**src/rtl/seg_scan_display.sv**
```systemverilog
// seg_scan_display: iterative binary-to-BCD converter (double dabble) that
// drives a time-multiplexed 7-segment display with optional leading-zero
// blanking, overflow dash and output polarity selection.
module seg_scan_display #(
  parameter int IN_WIDTH      = 8,
  parameter int DIGITS        = 3,
  parameter int SCAN_DIV      = 1000,
  parameter bit ACTIVE_LOW    = 1'b0,
  parameter bit BLANK_LEADING = 1'b1
) (
  input  logic                clk,
  input  logic                rst,
  input  logic [IN_WIDTH-1:0] binaryInput,
  input  logic                inValid,
  output logic                inReady,
  output logic                busy,
  output logic                done,
  output logic [4*DIGITS-1:0] bcdOut,
  output logic                overflow,
  output logic [6:0]          segmentOut,
  output logic [DIGITS-1:0]   digitSel
);

  localparam int BCD_W = 4 * DIGITS;
  localparam int SCR_W = BCD_W + 4;
  localparam int CNT_W = $clog2(IN_WIDTH + 1);
  localparam int PRE_W = (SCAN_DIV > 1) ? $clog2(SCAN_DIV) : 1;
  localparam int IDX_W = $clog2(DIGITS);
  localparam logic [CNT_W-1:0] CNT_LAST = CNT_W'(IN_WIDTH - 1);
  localparam logic [PRE_W-1:0] PRE_LAST = PRE_W'(SCAN_DIV - 1);
  localparam logic [IDX_W-1:0] IDX_LAST = IDX_W'(DIGITS - 1);

  typedef enum logic [1:0] {IDLE, SHIFT, DONE} state_t;

  state_t              state, state_nxt;
  logic [CNT_W-1:0]    cnt;
  logic [IN_WIDTH-1:0] bin_sr, bin_nxt;
  logic [SCR_W-1:0]    scr, scr_nxt;
  logic                xfer, last_shift;
  logic [PRE_W-1:0]    pre;
  logic [IDX_W-1:0]    idx;
  logic [3:0]          cur_nib;
  logic [DIGITS-1:0]   lead_zero;
  logic [6:0]          seg_raw;
  logic [DIGITS-1:0]   sel_raw;

  // Add 3 to every nibble that is 5 or more, ahead of the left shift.
  function automatic logic [SCR_W-1:0] dabble_adjust(input logic [SCR_W-1:0] s);
    logic [SCR_W-1:0] r;
    r = s;
    for (int n = 0; n < SCR_W / 4; n++) begin
      if (r[4*n +: 4] >= 4'd5) r[4*n +: 4] = r[4*n +: 4] + 4'd3;
    end
    return r;
  endfunction

  // Segment pattern {a,b,c,d,e,f,g} for one BCD digit; non-decimal is dark.
  function automatic logic [6:0] seg_decode(input logic [3:0] d);
    case (d)
      4'd0:    return 7'b1111110;
      4'd1:    return 7'b0110000;
      4'd2:    return 7'b1101101;
      4'd3:    return 7'b1111001;
      4'd4:    return 7'b0110011;
      4'd5:    return 7'b1011011;
      4'd6:    return 7'b1011111;
      4'd7:    return 7'b1110000;
      4'd8:    return 7'b1111111;
      4'd9:    return 7'b1111011;
      default: return 7'b0000000;
    endcase
  endfunction

  assign xfer       = inValid && inReady;
  assign last_shift = (state == SHIFT) && (cnt == CNT_LAST);
  assign bin_nxt    = {bin_sr[IN_WIDTH-2:0], 1'b0};
  assign scr_nxt    = {dabble_adjust(scr), bin_sr[IN_WIDTH-1]} >> 0;

  // Controller state register.
  always_ff @(posedge clk or posedge rst) begin
    if (rst) state <= IDLE;
    else     state <= state_nxt;
  end

  // Controller next state and handshake outputs.
  always_comb begin
    state_nxt = state;
    inReady   = 1'b0;
    busy      = 1'b0;
    done      = 1'b0;
    case (state)
      IDLE: begin
        inReady = 1'b1;
        if (inValid) state_nxt = SHIFT;
      end
      SHIFT: begin
        busy = 1'b1;
        if (cnt == CNT_LAST) state_nxt = DONE;
      end
      DONE: begin
        busy      = 1'b1;
        done      = 1'b1;
        state_nxt = IDLE;
      end
      default: state_nxt = IDLE;
    endcase
  end

  // Shift-cycle counter, restarted on every accepted value.
  always_ff @(posedge clk or posedge rst) begin
    if (rst)                 cnt <= '0;
    else if (xfer)           cnt <= '0;
    else if (state == SHIFT) cnt <= cnt + 1'b1;
  end

  // Conversion datapath: binary shift register feeding the BCD scratch.
  always_ff @(posedge clk) begin
    if (xfer) begin
      bin_sr <= binaryInput;
      scr    <= '0;
    end else if (state == SHIFT) begin
      bin_sr <= bin_nxt;
      scr    <= scr_nxt;
    end
  end

  // Result latch; only the final shift updates the displayed value.
  always_ff @(posedge clk or posedge rst) begin
    if (rst) begin
      bcdOut   <= '0;
      overflow <= 1'b0;
    end else if (last_shift) begin
      bcdOut   <= scr_nxt[BCD_W-1:0];
      overflow <= |scr_nxt[SCR_W-1:BCD_W];
    end
  end

  // Free-running scan prescaler and digit index.
  always_ff @(posedge clk or posedge rst) begin
    if (rst) begin
      pre <= '0;
      idx <= '0;
    end else if (pre == PRE_LAST) begin
      pre <= '0;
      idx <= (idx == IDX_LAST) ? '0 : idx + 1'b1;
    end else begin
      pre <= pre + 1'b1;
    end
  end

  // lead_zero[i] is set when nibbles i up to the top digit are all zero.
  always_comb begin
    lead_zero = '0;
    lead_zero[DIGITS-1] = (bcdOut[BCD_W-1 -: 4] == 4'd0);
    for (int i = DIGITS - 2; i >= 0; i--) begin
      lead_zero[i] = lead_zero[i+1] && (bcdOut[4*i +: 4] == 4'd0);
    end
  end

  assign cur_nib = bcdOut[4*idx +: 4];
  assign sel_raw = {{(DIGITS-1){1'b0}}, 1'b1} << idx;

  // Pick the pattern for the scanned digit: dash, blank or decoded digit.
  always_comb begin
    if (overflow)                                              seg_raw = 7'b0000001;
    else if (BLANK_LEADING && (idx != '0) && lead_zero[idx])   seg_raw = 7'b0000000;
    else                                                       seg_raw = seg_decode(cur_nib);
  end

  assign segmentOut = seg_raw ^ {7{ACTIVE_LOW}};
  assign digitSel   = sel_raw ^ {DIGITS{ACTIVE_LOW}};

endmodule

```
**config.mk**
```make
export PLATFORM = sky130hd
export DESIGN_NAME = seg_scan_display
export DESIGN_NICKNAME = d
export VERILOG_FILES = /design/src/rtl/seg_scan_display.sv
export SDC_FILE = /design/constraint.sdc
export NUM_CORES = 1
export LEC_CHECK = 0
export BUFFER_PORTS_ARGS = -buffer_cell sky130_fd_sc_hd__buf_2
export CAP_MARGIN = 40
export CORE_ASPECT_RATIO = 1.5
export CORE_MARGIN = 8
export CORE_UTILIZATION = 50
export CTS_CLUSTER_DIAMETER = 30
export DETAILED_ROUTE_END_ITERATION = 10
export PLACE_DENSITY_LB_ADDON = 0.1
export SYNTH_ARGS = -nofsm -noshare
export SYNTH_HDL_FRONTEND = slang
export SYNTH_SLANG_ARGS = --single-unit
```
**constraint.sdc**
```tcl
create_clock -name clk -period 2.5 [get_ports clk]
set_input_delay 0.25 -clock clk [delete_from_list [all_inputs] [get_ports clk]]
set_output_delay 0.25 -clock clk [all_outputs]
set_load 0.02 [all_outputs]
```
==> flow_summary.toml, run 1 <==
[status]
status = "complete, but fails checks"
violations = "hold timing"

[timing]
layout_min_cycle_time_ns = 2.350
whs_ns = -0.01344
finalSetupTns_ns = 0
fin_worst_skew_ns = 0.009448
slew_headroom_pct = 63.86
layout_worst_path_cycle_share_pct = 93.98
max_freq_mhz = 425.6
worst_slew_pin_slew_ns = 0.5421
hold_viol_final = 16
slew_viol_final = 0
finalSetupViolCount = 0
rsz0062_at_grt = "no"

[clock_network]
htree_levels = 2
postCtsSetupRepairBufs = 0
cts-root-buf = "clkbuf_8"
insertion_delay_ns = 0.31
cts_tree = "yes"
cts_max_path_buffers = 2
cts_buffers = 5
clk_pin_slew_ns = 0.10
clock-sinks = 55

[setup_path]
cp_max_fo = 10
slowest_delay_ns = 0.48
slowest_stage = "dfrtp_2"
required_ns = 2.25
end_kind = "output port"
critical_path.startpoint_type = "flop"
crit_type = "reg -> out"
crit_family = "flip-flops"
cp_cell_sequence = "nor2b_4 -> o2bb2ai_1 -> inv_1 -> ha_1 -> mux2i_1 -> a21oi_1 -> buf_2"
cp.arrival_ns = 2.10
crit_buf_inv = 2

[placed_design]
dp_hpwl_um = 4107
gp_congestion = 0.8323
port-buffer-count = 36

[grt]
grt_pass1_wl_um = 9425
grtUsageTotal_pct = 12.86
overflow = 0
grt_pass1_vias = 2140
antenna_found_initial = 0
grt_max_degree = 32

[layout]
multi_input_area_mm2 = 0.001519
num_antenna_cells = 0
fillers = 563
nets = 375
final_layout_size_suffix_gt1_share_pct = 21.04
seqCellArea_mm2 = 0.001339
area.growth.synth_to_final_pct = 11.93

[flow_run]
drv_cap = 0

[routing]
drt_iter0_drc = 57
drtPass1Iterations = 4
met3_length_um = 258
routed.top_layer = "met4"
detail-route-antenna-nets = 0
wl_um = 5458
wl_per_cell_um = 13.03
wl_met1_um = 2450
via_count = 2217
drc = 0
avgViaCountPerCell = 5.291
wl_met2_um = 2665

[floorplan]
die_area_mm2 = 0.008759
die_w_um = 79.13
num_rows = 34
dieHeight_um = 110.7
io_pins = 37
core_mm2 = 0.005786
start_util_pct = 51.67

[power]
p_per_area_mw_per_mm2 = 1144
totalPowerFinal_mw = 3.826
p_leak_nw = 1.505
vdd_drop_max_v = 0.0005329

[logic_synthesis]
synthCells = 307
synth.distinct_cells = 42
synth_edf_count = 8
syn-num-nets = 336
ys_seq_area_share_pct = 44.70
syn-cell-area_mm2 = 0.002989
synth_area_leaders = "dfrtp_1, dfxtp_1, edfxtp_1, ha_1, mux2i_1"
synth_flop_cell = "dfrtp_1"
ys_top_cells_by_count = "dfrtp_1, nand2_1, o21ai_0"
post-synth-top-area-cell = "dfrtp_1"
ys_ff_latch = 55
yosysMostFrequentCell = "dfrtp_1"
synth_top_area_share_pct = 25.95
synth_warnings = 0
async_flop_share_pct = 56.36
avgSynthCellArea_um2 = 9.737

[hold_path]
hold_path.class = "in -> async"
-- flip-flops by register name, summed over array words and instances, names as in the netlist --
register and cells:
idx 2, overflow 1, cnt 4, bin_sr 8, pre 10, bcdOut 12, state 2, scr 16
-- worst min-delay path, stage by stage --
cell and delay (ns):
buf_2 0.09, inv_1 0.04, buf_4 0.34
-- kinds of logic after synthesis --
kind of cell               after synthesis  share of synthesized area (%)
and+or+nand+nor                         97                          16.49
AOI/OAI and AO/OA                       63                          11.97
DFF                                     55                          44.70
buffers and inverters                   30                          4.604
muxes                                   30                          10.59
adders and majority gates               18                          7.535
xor gates and xnor gates                14                          4.102
-- area by class of cell --
| type | count | share of cell area [%] |
|---|---|---|
| tap | 72 | 2.693 |
| multi-input combinational | 222 | 45.40 |
| inverter | 19 | 2.132 |
| clock buffer | 5 | 2.057 |
| sequential | 55 | 40.01 |
| timing repair buffer | 43 | 7.031 |
| clock inverter | 3 | 0.6731 |
-- report_power, final --
group          switching, mW  total, mW  internal [mW]
Combinational           1.10       1.90          0.800
Sequential             0.226       1.43           1.21
Clock                  0.287      0.488          0.201
-- per-layer routing --
metal	track usage [%]	vias up
met5	0	-
met4	4.845	0
met3	3.003	7
met2	22.18	32
met1	14.72	1043
li1	-	1135
-- placed cells by master (no fill, tap or decap), types with 2 or more instances in the layout --
cell,Yosys,layout
nand4_1,2,2
nand3b_1,2,2
o2bb2ai_1,2,2
buf_2,2,35
nand3_1,9,9
xnor2_1,7,7
xor2_1,7,7
a21oi_1,21,20
clkbuf_8,0,5
a211oi_1,2,2
nor2_1,23,23
dfrtp_2,0,2
nor3b_1,5,5
nand4b_1,2,2
buf_4,0,8
o21ai_1,2,2
edfxtp_1,8,8
a31oi_1,4,4
and3_1,3,3
dfxtp_1,16,16
mux2_2,13,13
o21ai_0,26,26
nor2b_1,9,9
nand2b_1,5,5
nor3_1,3,3
and2_1,2,2
ha_1,18,18
nand2_1,27,27
mux2i_1,17,17
dfrtp_1,31,29
inv_1,19,19
-- through the flow --
step	instance area (um^2)	setup slack [ns]	util, %	std cells	hold slack [ns]
6_report	3346	0.1504	57.83	419	-0.01344
5_1_grt	3346	0.01521	57.83	419	0.01503
4_1_cts	3338	0.01452	57.70	419	0.0005942
3_5_place_dp	3246	0.2757	56.10	411	0.3493
3_3_place_gp	3246	0.3150	56.10	411	0.3450
2_1_floorplan	2989	0.3964	-	307	0.3535
-- final timing paths --
check,start,endpoint,slack [ns],depth (start not counted)
max in group asynchronous,rst,idx[1]$_DFFE_PP0N_,2.21,3
max,idx[0]$_DFFE_PP0N_,segmentOut[3],0.15,7
min reg2reg,pre[9]$_DFF_PP0_,pre[9]$_DFF_PP0_,0.49,1
min,rst,pre[2]$_DFF_PP0_,-0.01,3
max reg2reg,state[1]$_DFFE_PP0P_,bin_sr[2]$_DFFE_PP_,0.65,4
min in group clk,binaryInput[7],bin_sr[7]$_DFFE_PP_,0.23,2
-- what timing repair did --
item	4_1_cts	5_1_grt
pin swaps	0	0
hold buffers	0	0
hold endpoints to repair	0	0
endpoints found under the setup margin	5	6
gates resized for setup	1	3
Note: power is estimated with default switching activity, not from simulation.
==> run 2, diff against run 1 <==
--- a/config.mk
+++ b/config.mk
@@ -6,13 +6,13 @@
 export NUM_CORES = 1
 export LEC_CHECK = 0
 export BUFFER_PORTS_ARGS = -buffer_cell sky130_fd_sc_hd__buf_2
-export CAP_MARGIN = 40
+export CAP_MARGIN = 25
 export CORE_ASPECT_RATIO = 1.5
 export CORE_MARGIN = 8
 export CORE_UTILIZATION = 50
 export CTS_CLUSTER_DIAMETER = 30
 export DETAILED_ROUTE_END_ITERATION = 10
-export PLACE_DENSITY_LB_ADDON = 0.1
+export PLACE_DENSITY = 0.73
 export SYNTH_ARGS = -nofsm -noshare
 export SYNTH_HDL_FRONTEND = slang
 export SYNTH_SLANG_ARGS = --single-unit
==> run 2 against run 1 <==
  * The run still ends with hold timing left
  * Cell count grew 0.24%
  * Count of clock-buffer cells in the layout is the same
  * Routed wire length grew 2.2%
  * Die area is the same
  * First-iteration DRC count shrank 5.3%
  * Combinational power grew 2%
  * Clock skew is essentially flat
  * Sequential cell count is the same
==> flow_summary.toml, run 2 (synthesized netlist as in run 1, its figures left out) <==
[layout]
num_antenna_cells = 0
top_regs = "scr x16, bcdOut x12, pre x10"
finish.utilization_pct = 58.63
nets = 376
top_register = "scr"
finalInstanceArea_mm2 = 0.003392
final_common_cell = "buf_2"
most-common-layout-cells = "buf_2, dfrtp_1, nand2_1, o21ai_0, nor2_1"
final_layout_size_suffix_gt1_share_pct = 22.41
largest_reg_flops = 16
area.growth.synth_to_final_pct = 13.48

[routing]
via_count = 2233
met3_length_um = 283
drtPass1Iterations = 4
wl_met2_um = 2850
wl_um = 5578
detail-route-antenna-nets = 0
drc = 0
wl_per_cell_um = 13.28
avgViaCountPerCell = 5.317
drt_iter0_drc = 54
routed.top_layer = "met4"
wl_met1_um = 2339

[clock_network]
cts-root-buf = "clkbuf_8"
cts_tree = "yes"
clk_pin_slew_ns = 0.10
htree_levels = 2
insertion_delay_ns = 0.31
cts_hold_buf = 0
cts_buffers = 5
clock-sinks = 55
cts_max_path_buffers = 2

[floorplan]
io_pins = 37
num_rows = 34
die_w_um = 79.13
dieHeight_um = 110.7
die_area_mm2 = 0.008759
core_mm2 = 0.005786
start_util_pct = 51.67

[setup_path]
slowest_delay_ns = 0.47
r2r_slack_ns = 0.73
cpMostUsedCell = "buf_4"
crit_buf_inv = 3
slowest_stage = "dfrtp_2"
critical_path.startpoint_type = "flop"
cp_max_fo = 7
cp.arrival_ns = 2.16
cp_cell_sequence = "buf_4 -> nor2b_4 -> o2bb2ai_4 -> inv_1 -> ha_1 -> mux2i_1 -> a21oi_1 -> buf_4"
crit_family = "flip-flops"
worst-r2r-cell-count = 4
required_ns = 2.25
crit_type = "reg -> out"
timing.rr.start = "pre[0]$_DFF_PP0_"
timing.rr.end = "idx[1]$_DFFE_PP0N_"
end_kind = "output port"

[grt]
grtUsageTotal_pct = 12.55
grt_pass1_vias = 2206
grt_pass1_wl_um = 9246
antenna_found_initial = 0
grt_max_degree = 32
overflow = 0

[placed_design]
dp_hpwl_um = 4229
placed_area_mm2 = 0.003231
port-buffer-count = 36
gp_congestion = 0.8546

[timing]
whs_ns = -0.01289
worst_slew_pin_slew_ns = 0.5424
slew_headroom_pct = 63.64
fin_worst_skew_ns = 0.009142
layout_worst_path_cycle_share_pct = 96.44
max_freq_mhz = 414.8
hold_viol_final = 4
slew_viol_final = 0
layout_min_cycle_time_ns = 2.411
finalSetupViolCount = 0

[power]
p_leak_nw = 1.512
vdd_drop_max_v = 0.0006068
p_per_area_mw_per_mm2 = 1143

[flow_run]
drv_cap = 0

[status]
status = "complete, but fails checks"
violations = "hold timing"

[hold_path]
hold_path.class = "in -> async"
## run 2: final cells by class
cell class	instances	area [um^2]
inverter	19	71.32
tap	72	90.09
fill	527	2394
sequential	55	1339
timing repair buffer	44	240.2
multi-input combinational	222	1559
clock buffer	5	68.82
clock inverter	3	23.77
## run 2: layer usage
metal / global-route usage (%) / vias up
li1: - / 1134
met1: 12.60 / 1049
met2: 23.17 / 41
met3: 3.247 / 9
met4: 5.217 / 0
met5: 0 / -
## run 2: worst max-delay path by stage
| stage | end | depth (start not counted) | slack [ns] | start |
|---|---|---|---|---|
| 2_1_floorplan | segmentOut[1] | 9 | 0.40 | idx[0]$_DFFE_PP0N_ |
| 3_3_place_gp | segmentOut[3] | 9 | 0.33 | idx[1]$_DFFE_PP0N_ |
| 3_5_place_dp | segmentOut[6] | 9 | 0.28 | idx[1]$_DFFE_PP0N_ |
| 4_1_cts | segmentOut[6] | 9 | 0.03 | idx[1]$_DFFE_PP0N_ |
| 5_1_grt | segmentOut[3] | 8 | -0.13 | idx[1]$_DFFE_PP0N_ |
| 6_report | segmentOut[3] | 8 | 0.09 | idx[1]$_DFFE_PP0N_ |
## run 2: power by group
group	switching [mW]	total, mW	internal (mW)
clock	0.294	0.496	0.203
sequential	0.233	1.44	1.21
combinational	1.13	1.94	0.814
## run 2: stage by stage
stage / setup TNS, ns / worst slack (ns) / power, mW / hold WS, ns / instances
floorplan: 0 / 0.3964 / 2.849 / 0.3535 / 307
global placement: 0 / 0.3263 / 3.305 / 0.3462 / 409
detailed placement: 0 / 0.2843 / 3.366 / 0.3503 / 409
CTS: 0 / 0.02773 / 3.874 / 0.000005385 / 417
global route: -0.1275 / -0.1275 / 4.216 / 0.03095 / 420
finish: 0 / 0.08902 / 3.877 / -0.01289 / 420
## run 2: worst min-delay path, delay by kind of cell
kind | cells | cell delay (ns)
buffers and inverters | 3 | 0.48
## run 2: repair_timing
item                       CTS  global route
gates resized for setup      2             9
setup endpoints to repair    5             5
pin swaps                    0             1
buffers inserted             0             3
==> run 3, diff against run 2 <==
--- a/config.mk
+++ b/config.mk
@@ -7,12 +7,14 @@
 export LEC_CHECK = 0
 export BUFFER_PORTS_ARGS = -buffer_cell sky130_fd_sc_hd__buf_2
 export CAP_MARGIN = 25
+export CELL_PAD_IN_SITES_DETAIL_PLACEMENT = 2
+export CELL_PAD_IN_SITES_GLOBAL_PLACEMENT = 2
 export CORE_ASPECT_RATIO = 1.5
 export CORE_MARGIN = 8
-export CORE_UTILIZATION = 50
+export CORE_UTILIZATION = 37
 export CTS_CLUSTER_DIAMETER = 30
 export DETAILED_ROUTE_END_ITERATION = 10
-export PLACE_DENSITY = 0.73
+export PLACE_DENSITY = 0.83
 export SYNTH_ARGS = -nofsm -noshare
 export SYNTH_HDL_FRONTEND = slang
 export SYNTH_SLANG_ARGS = --single-unit
==> run 3 against run 2 <==
  * The run now ends clean
  * Sequential cell count did not move
  * Cell count rose by 9.3%
  * Design area rose by 3.1%
  * Clock skew rose by 0.0054 ns
==> flow_summary.toml, run 3 (synthesized netlist as in run 1, its figures left out) <==
[status]
status = "completed"

[floorplan]
die_w_um = 89.39
num_rows = 40
start_util_pct = 37.80
io_pins = 37
dieHeight_um = 126.1
core_mm2 = 0.007908
die_area_mm2 = 0.01127

[setup_path]
timing.rr.start = "scr[4]$_SDFFE_PP0P_"
slowest_stage = "dfrtp_2"
slowest_delay_ns = 0.48
critical_path.startpoint_type = "flop"
cp_max_fo = 8
cp.arrival_ns = 2.17
r2r_slack_ns = 0.64
crit_type = "reg -> out"
worst-r2r-cell-count = 7
cp_cell_sequence = "buf_4 -> nor2_1 -> nor3_1 -> a31oi_1 -> o21ai_2 -> a21oi_1 -> buf_2"
timing.rr.end = "scr[6]$_SDFFE_PP0P_"
end_kind = "output port"
required_ns = 2.25

[grt]
antenna_found_initial = 0
grt_max_degree = 32
grt_pass1_wl_um = 13240
grtUsageTotal_pct = 14.98
overflow = 0
grt_pass1_vias = 2672

[routing]
drtPass1Iterations = 4
wl_um = 8180
detail-route-antenna-nets = 0
drc = 0
via_count = 2403
drt_iter0_drc = 77
avgViaCountPerCell = 5.235
wl_per_cell_um = 17.82

[clock_network]
cts_max_path_buffers = 2
htree_levels = 2
clk_pin_slew_ns = 0.08
cts_buffers = 5
cts_tree = "yes"
cts-root-buf = "clkbuf_16"
insertion_delay_ns = 0.30
clock-sinks = 55
cts_hold_buf = 0

[layout]
top_register = "scr"
nets = 382
final_layout_size_suffix_gt1_share_pct = 22.60
most-common-layout-cells = "buf_2, dfrtp_1, nand2_1, o21ai_0, nor2_1"
final_common_cell = "buf_2"
area.growth.synth_to_final_pct = 16.99
largest_reg_flops = 16
num_antenna_cells = 0
top_regs = "scr x16, bcdOut x12, pre x10"

[flow_run]
drv_cap = 0

[placed_design]
dp_hpwl_um = 5901
port-buffer-count = 36
gp_congestion = 0.8583

[timing]
max_freq_mhz = 413.1
layout_min_cycle_time_ns = 2.420
slew_viol_final = 0
hold_viol_final = 0
slew_headroom_pct = 64.98
finalSetupViolCount = 0
worst_slew_pin_slew_ns = 0.5253
layout_worst_path_cycle_share_pct = 96.82
whs_ns = 0.02797
fin_worst_skew_ns = 0.01453

[power]
totalPowerFinal_mw = 4.219
p_leak_nw = 1.563
p_per_area_mw_per_mm2 = 1206
vdd_drop_max_v = 0.0006086

[hold_path]
hold_path.class = "in -> async"
run 3: cell count changes in the layout (fill, tap and decap cells not counted), sizes merged:
cell	before	now
buf	43	50
clkinv	1	0
run 3: metal layers:
metal	track usage [%]	wire, um	vias to the layer above
met1	15.46	3234	1205
met2	27.68	4488	43
li1	-	-	1147
met3	3.451	332	8
met5	0	0	-
met4	5.610	126	0
run 3: worst max-delay path by stage:
stage | cells after the start | from | end
floorplan | 9 | idx[0]$_DFFE_PP0N_ | segmentOut[1]
global placement | 9 | idx[1]$_DFFE_PP0N_ | segmentOut[6]
detailed placement | 7 | idx[1]$_DFFE_PP0N_ | segmentOut[3]
CTS | 7 | idx[0]$_DFFE_PP0N_ | segmentOut[3]
global route | 7 | idx[1]$_DFFE_PP0N_ | segmentOut[5]
finish | 7 | idx[1]$_DFFE_PP0N_ | segmentOut[5]
run 3: area by class of cell:
type / instances / area, um^2
fill: 898 / 4410
multi-input combinational: 222 / 1525
sequential: 55 / 1339
timing repair buffer: 50 / 285.3
tap: 105 / 131.4
clock buffer: 6 / 128.9
inverter: 19 / 71.32
clock inverter: 2 / 16.27
run 3: where the power goes:
part / total, mW / switching (mW) / leakage (nW) / internal [mW]
combinational: 2.04 / 1.24 / 0.877 / 0.805
sequential: 1.47 / 0.259 / 0.619 / 1.21
clock: 0.707 / 0.331 / 0.0675 / 0.376
total: 4.22 / 1.83 / 1.56 / 2.39
run 3: what timing repair did:
item,CTS,global route
setup buffers,0,7
endpoints found under the setup margin,6,3
cloned,0,0
resized for setup,4,0
hold endpoints to repair,0,0
pin swaps,0,1
run 3: stage by stage:
| stage | setup WS (ns) | cells | setup TNS (ns) | util, % | instance area (um^2) |
|---|---|---|---|---|---|
| after global routing | -0.04320 | 459 | -0.04320 | 44.22 | 3497 |
| after global placement | 0.2875 | 444 | 0 | 41.57 | 3287 |
| after CTS | 0.05792 | 452 | 0 | 43.56 | 3445 |
| after detailed placement | 0.1529 | 444 | 0 | 41.57 | 3287 |
| after floorplan | 0.3964 | 307 | 0 | - | 2989 |
| final | 0.07956 | 459 | 0 | 44.22 | 3497 |
run 3: critical path, delay by kind of cell (launching register included):
family          cells  cell delay, ns
compound gates      3            0.66
buf+inv             2            0.37
flops               1            0.48
simple gates        2            0.37
